File: config.mk
export PLATFORM = sky130hd
export DESIGN_NAME = stopwatch_ctrl_fsm
export DESIGN_NICKNAME = d
export VERILOG_FILES = /design/src/rtl/watch_pkg.sv /design/src/rtl/uart_cmd_decoder.sv /design/src/rtl/stopwatch_ctrl_fsm.sv
export SDC_FILE = /design/constraint.sdc
export NUM_CORES = 1
export LEC_CHECK = 0
export BUFFER_PORTS_ARGS = -buffer_cell sky130_fd_sc_hd__buf_2
export CELL_PAD_IN_SITES_DETAIL_PLACEMENT = 2
export CELL_PAD_IN_SITES_GLOBAL_PLACEMENT = 2
export CORE_MARGIN = 1
export CORE_UTILIZATION = 26
export DETAILED_ROUTE_END_ITERATION = 8
export PLACE_DENSITY = 0.8
export SETUP_SLACK_MARGIN = 0.1
export SLEW_MARGIN = 20
export SYNTH_ARGS = -nofsm -noshare
export SYNTH_HDL_FRONTEND = slang
export SYNTH_SLANG_ARGS = --single-unit
File: constraint.sdc
create_clock -name clk -period 1.4 [get_ports clk]
set_input_delay 0.28 -clock clk [delete_from_list [all_inputs] [get_ports clk]]
set_output_delay 0.28 -clock clk [all_outputs]
set_load 0.01 [all_outputs]
File: src/rtl/watch_pkg.sv
// Shared types and ASCII command constants for the stopwatch control path.
package watch_pkg;

  typedef enum logic [1:0] {
    STOP = 2'd0,
    RUN  = 2'd1,
    CLR  = 2'd2
  } ch_state_e;

  typedef enum logic [2:0] {
    CMD_NONE = 3'd0,
    CMD_RUN  = 3'd1,
    CMD_CLR  = 3'd2,
    CMD_CHG  = 3'd3,
    CMD_SEL  = 3'd4
  } cmd_e;

  localparam logic [7:0] ASCII_R_UP = 8'h52;
  localparam logic [7:0] ASCII_R_LO = 8'h72;
  localparam logic [7:0] ASCII_C_UP = 8'h43;
  localparam logic [7:0] ASCII_C_LO = 8'h63;
  localparam logic [7:0] ASCII_M_UP = 8'h4D;
  localparam logic [7:0] ASCII_M_LO = 8'h6D;
  localparam logic [7:0] ASCII_0    = 8'h30;
  localparam logic [7:0] ASCII_9    = 8'h39;

  // Digits map to CMD_SEL; range against the channel count is checked by the caller.
  function automatic cmd_e decode_byte(input logic [7:0] b);
    cmd_e res;
    res = CMD_NONE;
    if (b == ASCII_R_UP || b == ASCII_R_LO) begin
      res = CMD_RUN;
    end else if (b == ASCII_C_UP || b == ASCII_C_LO) begin
      res = CMD_CLR;
    end else if (b == ASCII_M_UP || b == ASCII_M_LO) begin
      res = CMD_CHG;
    end else if (b >= ASCII_0 && b <= ASCII_9) begin
      res = CMD_SEL;
    end
    return res;
  endfunction

endpackage

File: src/rtl/uart_cmd_decoder.sv
// UART FIFO read handshake and single-byte command decode; emits a one-cycle command.
module uart_cmd_decoder
  import watch_pkg::*;
#(
  parameter int unsigned NUM_CH = 4
) (
  input  logic       clk,
  input  logic       reset,
  input  logic [7:0] rx_data,
  input  logic       rx_empty,
  input  logic       hold,
  output logic       rd_en,
  output cmd_e       cmd,
  output logic [3:0] arg,
  output logic       cmd_err
);

  logic rd_en_q, rd_en_d;
  logic data_vld_q, data_vld_d;
  logic cmd_err_q, cmd_err_d;
  cmd_e byte_cmd;
  logic [3:0] digit;

  always_comb begin
    byte_cmd   = decode_byte(rx_data);
    digit      = 4'(rx_data - ASCII_0);
    cmd        = CMD_NONE;
    arg        = digit;
    cmd_err_d  = 1'b0;
    if (data_vld_q) begin
      if (byte_cmd == CMD_NONE || (byte_cmd == CMD_SEL && 32'(digit) >= NUM_CH)) begin
        cmd_err_d = 1'b1;
      end else begin
        cmd = byte_cmd;
      end
    end
    data_vld_d = rd_en_q;
    // No back-to-back reads, and no new read while a command is parked.
    rd_en_d    = !rx_empty && !rd_en_q && !hold;
  end

  always_ff @(posedge clk) begin
    if (reset) begin
      rd_en_q    <= 1'b0;
      data_vld_q <= 1'b0;
      cmd_err_q  <= 1'b0;
    end else begin
      rd_en_q    <= rd_en_d;
      data_vld_q <= data_vld_d;
      cmd_err_q  <= cmd_err_d;
    end
  end

  assign rd_en   = rd_en_q;
  assign cmd_err = cmd_err_q;

endmodule

File: src/rtl/stopwatch_ctrl_fsm.sv
// Multi-channel run/stop/clear controller with channel select.
// Define UART_CMD_EN to compile in the UART command path.
module stopwatch_ctrl_fsm
  import watch_pkg::*;
#(
  parameter int unsigned NUM_CH = 4,
  parameter int unsigned CH_W   = (NUM_CH > 1) ? $clog2(NUM_CH) : 1
) (
  input  logic              clk,
  input  logic              reset,
  input  logic              btn_run_stop,
  input  logic              btn_clear,
  input  logic              btn_change,
  input  logic [7:0]        rx_data,
  input  logic              rx_empty,
  output logic              rd_en,
  output logic [NUM_CH-1:0] enable,
  output logic [NUM_CH-1:0] clear,
  output logic [CH_W-1:0]   sel,
  output logic              cmd_err
);

  cmd_e       act_cmd;
  logic [3:0] act_arg;
  logic       pend_q;
  cmd_e       pend_cmd_q;
  logic [3:0] pend_arg_q;
  cmd_e       dec_cmd;
  logic [3:0] dec_arg;
  logic [CH_W-1:0] sel_q, sel_d;

`ifdef UART_CMD_EN
  logic       btn_any;
  logic       pend_d;
  cmd_e       pend_cmd_d;
  logic [3:0] pend_arg_d;

  assign btn_any = btn_run_stop | btn_clear | btn_change;

  uart_cmd_decoder #(
    .NUM_CH (NUM_CH)
  ) u_uart_cmd_decoder (
    .clk      (clk),
    .reset    (reset),
    .rx_data  (rx_data),
    .rx_empty (rx_empty),
    .hold     (pend_d),
    .rd_en    (rd_en),
    .cmd      (dec_cmd),
    .arg      (dec_arg),
    .cmd_err  (cmd_err)
  );

  // A decoded command colliding with any button is parked until a button-free cycle.
  always_comb begin
    pend_d     = pend_q;
    pend_cmd_d = pend_cmd_q;
    pend_arg_d = pend_arg_q;
    if (pend_q) begin
      pend_d = btn_any;
    end else if (dec_cmd != CMD_NONE && btn_any) begin
      pend_d     = 1'b1;
      pend_cmd_d = dec_cmd;
      pend_arg_d = dec_arg;
    end
  end

  always_ff @(posedge clk) begin
    if (reset) begin
      pend_q     <= 1'b0;
      pend_cmd_q <= CMD_NONE;
      pend_arg_q <= '0;
    end else begin
      pend_q     <= pend_d;
      pend_cmd_q <= pend_cmd_d;
      pend_arg_q <= pend_arg_d;
    end
  end
`else
  logic unused_uart;
  assign unused_uart = ^{rx_data, rx_empty};
  assign rd_en       = 1'b0;
  assign cmd_err     = 1'b0;
  assign dec_cmd     = CMD_NONE;
  assign dec_arg     = '0;
  assign pend_q      = 1'b0;
  assign pend_cmd_q  = CMD_NONE;
  assign pend_arg_q  = '0;
`endif

  // Only the highest-priority source acts in a given cycle.
  always_comb begin
    act_cmd = CMD_NONE;
    act_arg = '0;
    if (btn_clear) begin
      act_cmd = CMD_CLR;
    end else if (btn_run_stop) begin
      act_cmd = CMD_RUN;
    end else if (btn_change) begin
      act_cmd = CMD_CHG;
    end else if (pend_q) begin
      act_cmd = pend_cmd_q;
      act_arg = pend_arg_q;
    end else begin
      act_cmd = dec_cmd;
      act_arg = dec_arg;
    end
  end

  always_comb begin
    sel_d = sel_q;
    if (act_cmd == CMD_CHG) begin
      sel_d = (sel_q == CH_W'(NUM_CH - 1)) ? '0 : sel_q + CH_W'(1);
    end else if (act_cmd == CMD_SEL) begin
      sel_d = CH_W'(act_arg);
    end
  end

  always_ff @(posedge clk) begin
    if (reset) begin
      sel_q <= '0;
    end else begin
      sel_q <= sel_d;
    end
  end

  assign sel = sel_q;

  for (genvar i = 0; i < NUM_CH; i++) begin : g_ch
    ch_state_e state_q, state_d;
    logic      hit;

    assign hit = (sel_q == CH_W'(i));

    always_comb begin
      state_d = state_q;
      unique case (state_q)
        STOP: begin
          if (hit && act_cmd == CMD_CLR) begin
            state_d = CLR;
          end else if (hit && act_cmd == CMD_RUN) begin
            state_d = RUN;
          end
        end
        RUN: begin
          if (hit && act_cmd == CMD_RUN) begin
            state_d = STOP;
          end
        end
        default: state_d = STOP;
      endcase
    end

    always_ff @(posedge clk) begin
      if (reset) begin
        state_q <= STOP;
      end else begin
        state_q <= state_d;
      end
    end

    assign enable[i] = (state_q == RUN);
    assign clear[i]  = (state_q == CLR);
  end

endmodule
# Word-level counts from Yosys, hierarchy flattened
# Cells that the tools add are included.
# Widths: inputs -> output; s select.
classes:
  addsub: 1
  n_eq_ne: 23
  muxes: 22
  n_reduce_logical: 18
ops:
  columns: ["op", "n"]
  rows:
  - ["$mux 2", 18]
  - ["$pmux 2 s2", 4]
  - ["$eq 2x2->1 const B", 6]
  - ["$ne 3x3->1 const B", 4]
  - ["$eq 2x1->1 const B", 5]
  - ["$logic_not 2->1", 5]
  - ["$logic_and 1x1->1", 8]
  - ["$ne 2x1->1 const B", 4]
  - ["$reduce_and 2->1", 4]
  - ["$eq 3x2->1 const B", 2]
  - ["$eq 3x1->1 const B", 1]
  - ["$eq 3x3->1 const B", 1]
  - ["$add 2x1->2 const B", 1]
  - ["$reduce_bool 2->1", 1]
word_totals:
  regBits: 10
  input_bits: 14
  out_inout_bits: 12
  elab_cells: 69

# Logic depth before layout (Yosys ltp)
logic_depth:
  ltp_word: 8
  ltp_mapped: 4
  ltp_nobuf: 4

# Worst setup path after synthesis
# Ideal clock, no wire load.
synth_path:
  path_kind: "flip-flop to flip-flop"
  start: "register sel_q[0] (netlist: sel[0])"
  end: "register g_ch[2].state_q[0]"
  setup_ns: 0.123
  t_arrival_ns: 1.091
  required_time_ns: 1.277
  setup_slack_ns: 0.186
  stages_incl_launch_ff: 5
  n_path_buf: 0
  cell_sequence: "dfxtp_1 inv_1 ha_1 nand3b_1 mux2_1"
synth_between:
  elab_chain_cells: 4
synth_lines:
  columns: ["item", "line", "source"]
  rows:
  - ["start, declared", "stopwatch_ctrl_fsm.sv:30", "logic [CH_W-1:0] sel_q, sel_d;"]
  - ["start signal, assigned", "stopwatch_ctrl_fsm.sv:123", "sel_q <= sel_d;"]
  - ["$eq 2x2->1 (*)", "stopwatch_ctrl_fsm.sv:133", "assign hit = (sel_q == CH_W'(i));"]
  - ["$logic_and 1x1->1, on equally long branches", "stopwatch_ctrl_fsm.sv:139, stopwatch_ctrl_fsm.sv:141, stopwatch_ctrl_fsm.sv:146", null]
  - ["$mux 2 (tied with other cells)", "stopwatch_ctrl_fsm.sv:139", "if (hit && act_cmd == CMD_CLR) begin"]
  - ["$pmux 2 s2 or $reduce_and 2->1 (tied branches)", null, null]
  - ["end signal, assigned", "stopwatch_ctrl_fsm.sv:158", "state_q <= state_d;"]
  - ["end, declared", "stopwatch_ctrl_fsm.sv:130", "ch_state_e state_q, state_d;"]
# Mark *: on every way between the ends. The rest lies on a longest branch, timed or not.
# A chain may end at the register's enable or synchronous reset.

# Final worst setup path
layout_path:
  start: "register g_ch[2].state_q[1]"
  end: "output port clear[2]"
layout_between:
  elab_chain_cells: 1
layout_lines:
  columns: ["item", "line", "source"]
  rows:
  - ["$eq 2x2->1", "stopwatch_ctrl_fsm.sv:163", "assign clear[i] = (state_q == CLR);"]
  - ["end, declared", "stopwatch_ctrl_fsm.sv:18", "output logic [NUM_CH-1:0] clear,"]
# No other way between the ends.

==> run summary <==
The fraction of layout instances using a drive strength above 1 came out at 44.4%. Measured against the total synthesized area, the mux share comes to 11.3%. The count of input and output buffers came out at 14. The die width is about 49 um. The die boundary height is 49.5 um. The clock skew after layout is about 0.0028 ns.

The count of routing violations after the opening detailed-route iteration is 2. The number of pins with negative max-slew slack in the final report came out at 0. The detailed-route DRC error count came out at 0.

Setup repair after global routing left no endpoint under its margin. The count of endpoints failing setup in the final report came out at 0. The synthesized netlist devotes 40.2% of its cell area to simple gates. The post-layout net count is 91. The setup check on the worst reg-to-reg path leaves a slack of roughly 0.19 ns.

The number of vias per cell is 4.57. The worst register-to-register path ends at g_ch[0].state_q[0]. The post-detailed-routing wire length is around 1300 um. The worst reg-to-reg path cell count came out at 4. The synthesized area divided by synthesized cell count is 10.5 um^2. The tree is rooted in a clkbuf_4.

The HPWL after detailed placement is 1050 um. The detail route stage leaves a number of antenna-violating nets equal to 0. The worst setup path is launched from a flip-flop. The first global-routing pass estimated 2130 um of wire. The maximum clock rate came out at 0.803 GHz. The clock sink total came out at 10.

Entering global routing, the biggest net connects 14 pins. Yosys printed 0 warnings. The placed cell area is around 670 um^2.

In this run the static leakage power is 0.000320 uW. The initial utilization of the core area, before any placement, comes to 28.7%. The main combinational cell family by area after synthesis is simple AND/OR/NAND/NOR gates. The clock transition at the registers of the reported paths is 0.07 ns.

The via count of the first global-routing pass is about 460. Hold repair after CTS inserted 0 buffers. The number of instances on the worst hold path is 3. The routed via count came out at 452.

The synthesized netlist devotes 0% of its cell area to compound gates. The count of mapped cells out of synthesis came out at 56. The layout overhead on the synthesized area came out at 22.4%. The worst hold margin came out at between 0.3 and 0.4 ns. TritonCTS built the clock tree. The routed wirelength normalized by instance count is ~13 um.

In this run, CTS created clock tree buffers numbering 3. The core area came out at 2040 um^2. The number of rows in the core area came out at 16. The number of antenna violations at the first check in global routing is 0. The number of antenna repair diodes came out at 0. The hold violation count in the final report came out at 0. The share of the yosys chip area belonging to registers came out at 34.2%. The number of storage elements in the synthesis netlist is 10. The critical path is of the flip-flop to output pin type.

The number of fill cells in the layout came out at 238. The number of distinct standard cells referenced by the synthesized netlist came out at 15. The routed design could run at a clock period as short as 1.24 ns. The worst hold path belongs to the class primary input to flip-flop. The congestion estimate from routability-driven global placement came to 0.686. The worst hold path terminates at sel[1]. For this run, the total global-route usage over all layers was measured as approximately an eighth. The maximum level of the CTS H-tree came out at 1. In this run the most critical hold path is launched from btn_run_stop. Max-cap violations in this run came to 0. With fillers left out, the area of the finished cells amounts to 717 um^2. The number of buffers inserted to repair setup after CTS is 0. The flow ran to the end, and the final reports show no timing, DRC or antenna violations. The adder-cell share of the synthesized area came out at roughly 8.5%.

The length of the first detailed-routing pass in iterations came out at 2. The arrival time reported for the critical path endpoint is 0.96 ns. The global route total overflow is 0. In this run the critical register-to-register path is launched from sel[0]. The clock insertion delay at the later pin of the skew report is 0.28 ns. Once layout is complete, the utilization of the core stands at approximately a third. The worst setup path is captured at an output pin. The setup total negative slack came out at 0 ns. Power spread over the standard cell area amounts to between 800 and 900 nW/um^2. In this run the worst path has a maximum fanout of 5.

IR analysis of the VDD net gives a maximum drop of 0.531 mV. The number of primary I/O pins is 26. The die outline area came out at around 2400 um^2. The xor/xnor share of the synthesized area is 0%. Summing every instance area after synthesis gives 586 um^2. The post-route fraction of the period consumed by the critical path is approximately nine tenths.

The deepest clock path buffer count came out at 2. The data required time of the critical path came out at roughly 1.1 ns.
-- report_power, final --
group / leakage (uW) / switching [uW] / total [uW] / internal, uW
Clock: 0.0000210 / 112 / 270 / 158
Sequential: 0.0000848 / 11.2 / 305 / 294
Combinational: 0.000214 / 36.9 / 69.7 / 32.9
-- metal layers --
layer	wire length (um)	global-route usage, %	vias up
met1	511	11.9	216
met4	11	4.29	0
met5	0	0	-
li1	-	-	223
met3	77	6.48	2
met2	723	22.4	11
-- cell usage after synthesis --
master | instances | share of area, %
buf_4 | 3 | 3.8
conb_1 | 1 | 0.64
dfxtp_1 | 10 | 34
ha_1 | 4 | 8.5
inv_1 | 2 | 1.3
mux2_1 | 5 | 9.6
mux2i_1 | 1 | 1.7
nand2b_1 | 2 | 2.1
nand2b_2 | 1 | 1.5
nand3b_1 | 4 | 5.1
nor2b_1 | 9 | 9.6
nor3_1 | 5 | 4.3
nor3b_1 | 4 | 5.1
nor3b_2 | 1 | 2.1
nor4b_2 | 4 | 10
-- area by class of cell --
type	instances	area, um^2	share of cell area (%)
inverters	2	7.51	1.05
multi-input cells	42	359	50.1
repair buffers	14	70.1	9.77
clock buffers	4	36.3	5.06
well taps	27	33.8	4.71
flip-flops and latches	10	210	29.3
-- sequential cells by signal, summed over array words and instances (netlist names) --
| signal | cells |
|---|---|
| sel | 2 |
| g_ch.state_q | 8 |
-- critical path, cell delays in order, from the launching register on --
cell and delay (ns):
dfxtp_1 0.41, nor2b_1 0.14, buf_2 0.13
-- how the worst max path moves through the flow --
stage                        from                 end  cells after the start
2_1_floorplan              sel[0]  g_ch[2].state_q[0]                      4
3_3_place_gp               sel[0]  g_ch[2].state_q[0]                      4
3_5_place_dp               sel[0]  g_ch[0].state_q[0]                      4
4_1_cts        g_ch[0].state_q[0]           enable[0]                      2
5_1_grt        g_ch[0].state_q[1]            clear[0]                      2
6_report       g_ch[2].state_q[1]            clear[2]                      2
-- cell families (layout without fill, tap and decap cells) --
logic type,Yosys count,after routing
and+or+nand+nor,30,30
adders and majority gates,4,4
DFF,10,10
other,1,2
muxes,6,6
buffers and inverters,5,20
-- per-stage QoR --
| step | instances | setup WS (ns) | power [uW] |
|---|---|---|---|
| finish | 99 | 0.155 | 645 |
| floorplan | 57 | 0.186 | 357 |
| global placement | 95 | 0.177 | 375 |
| detailed placement | 95 | 0.109 | 382 |
| CTS | 99 | 0.120 | 655 |
| global route | 99 | 0.109 | 680 |
-- layout by cell type (no fill, tap or decap) --
cell	synthesis	layout
buf_2	0	14
nor2b_1	9	9
clkbuf_4	0	3
ha_1	4	4
mux2_1	5	5
dfxtp_1	10	2
nor3_1	5	5
dfxtp_2	0	8
nand2b_2	1	1
clkbuf_8	0	1
nor3b_1	4	4
mux2i_1	1	1
nor3b_2	1	1
nand2b_1	2	2
nand3b_1	4	4
nor4b_2	4	4
conb_1	1	2
inv_1	2	2
-- repair_timing --
| item | in CTS | in global routing |
|---|---|---|
| resized for setup | 2 | 6 |
| endpoints found under the setup margin | 2 | 7 |
| hold endpoints to repair | 0 | 0 |
(Power assumes the default switching activity.)
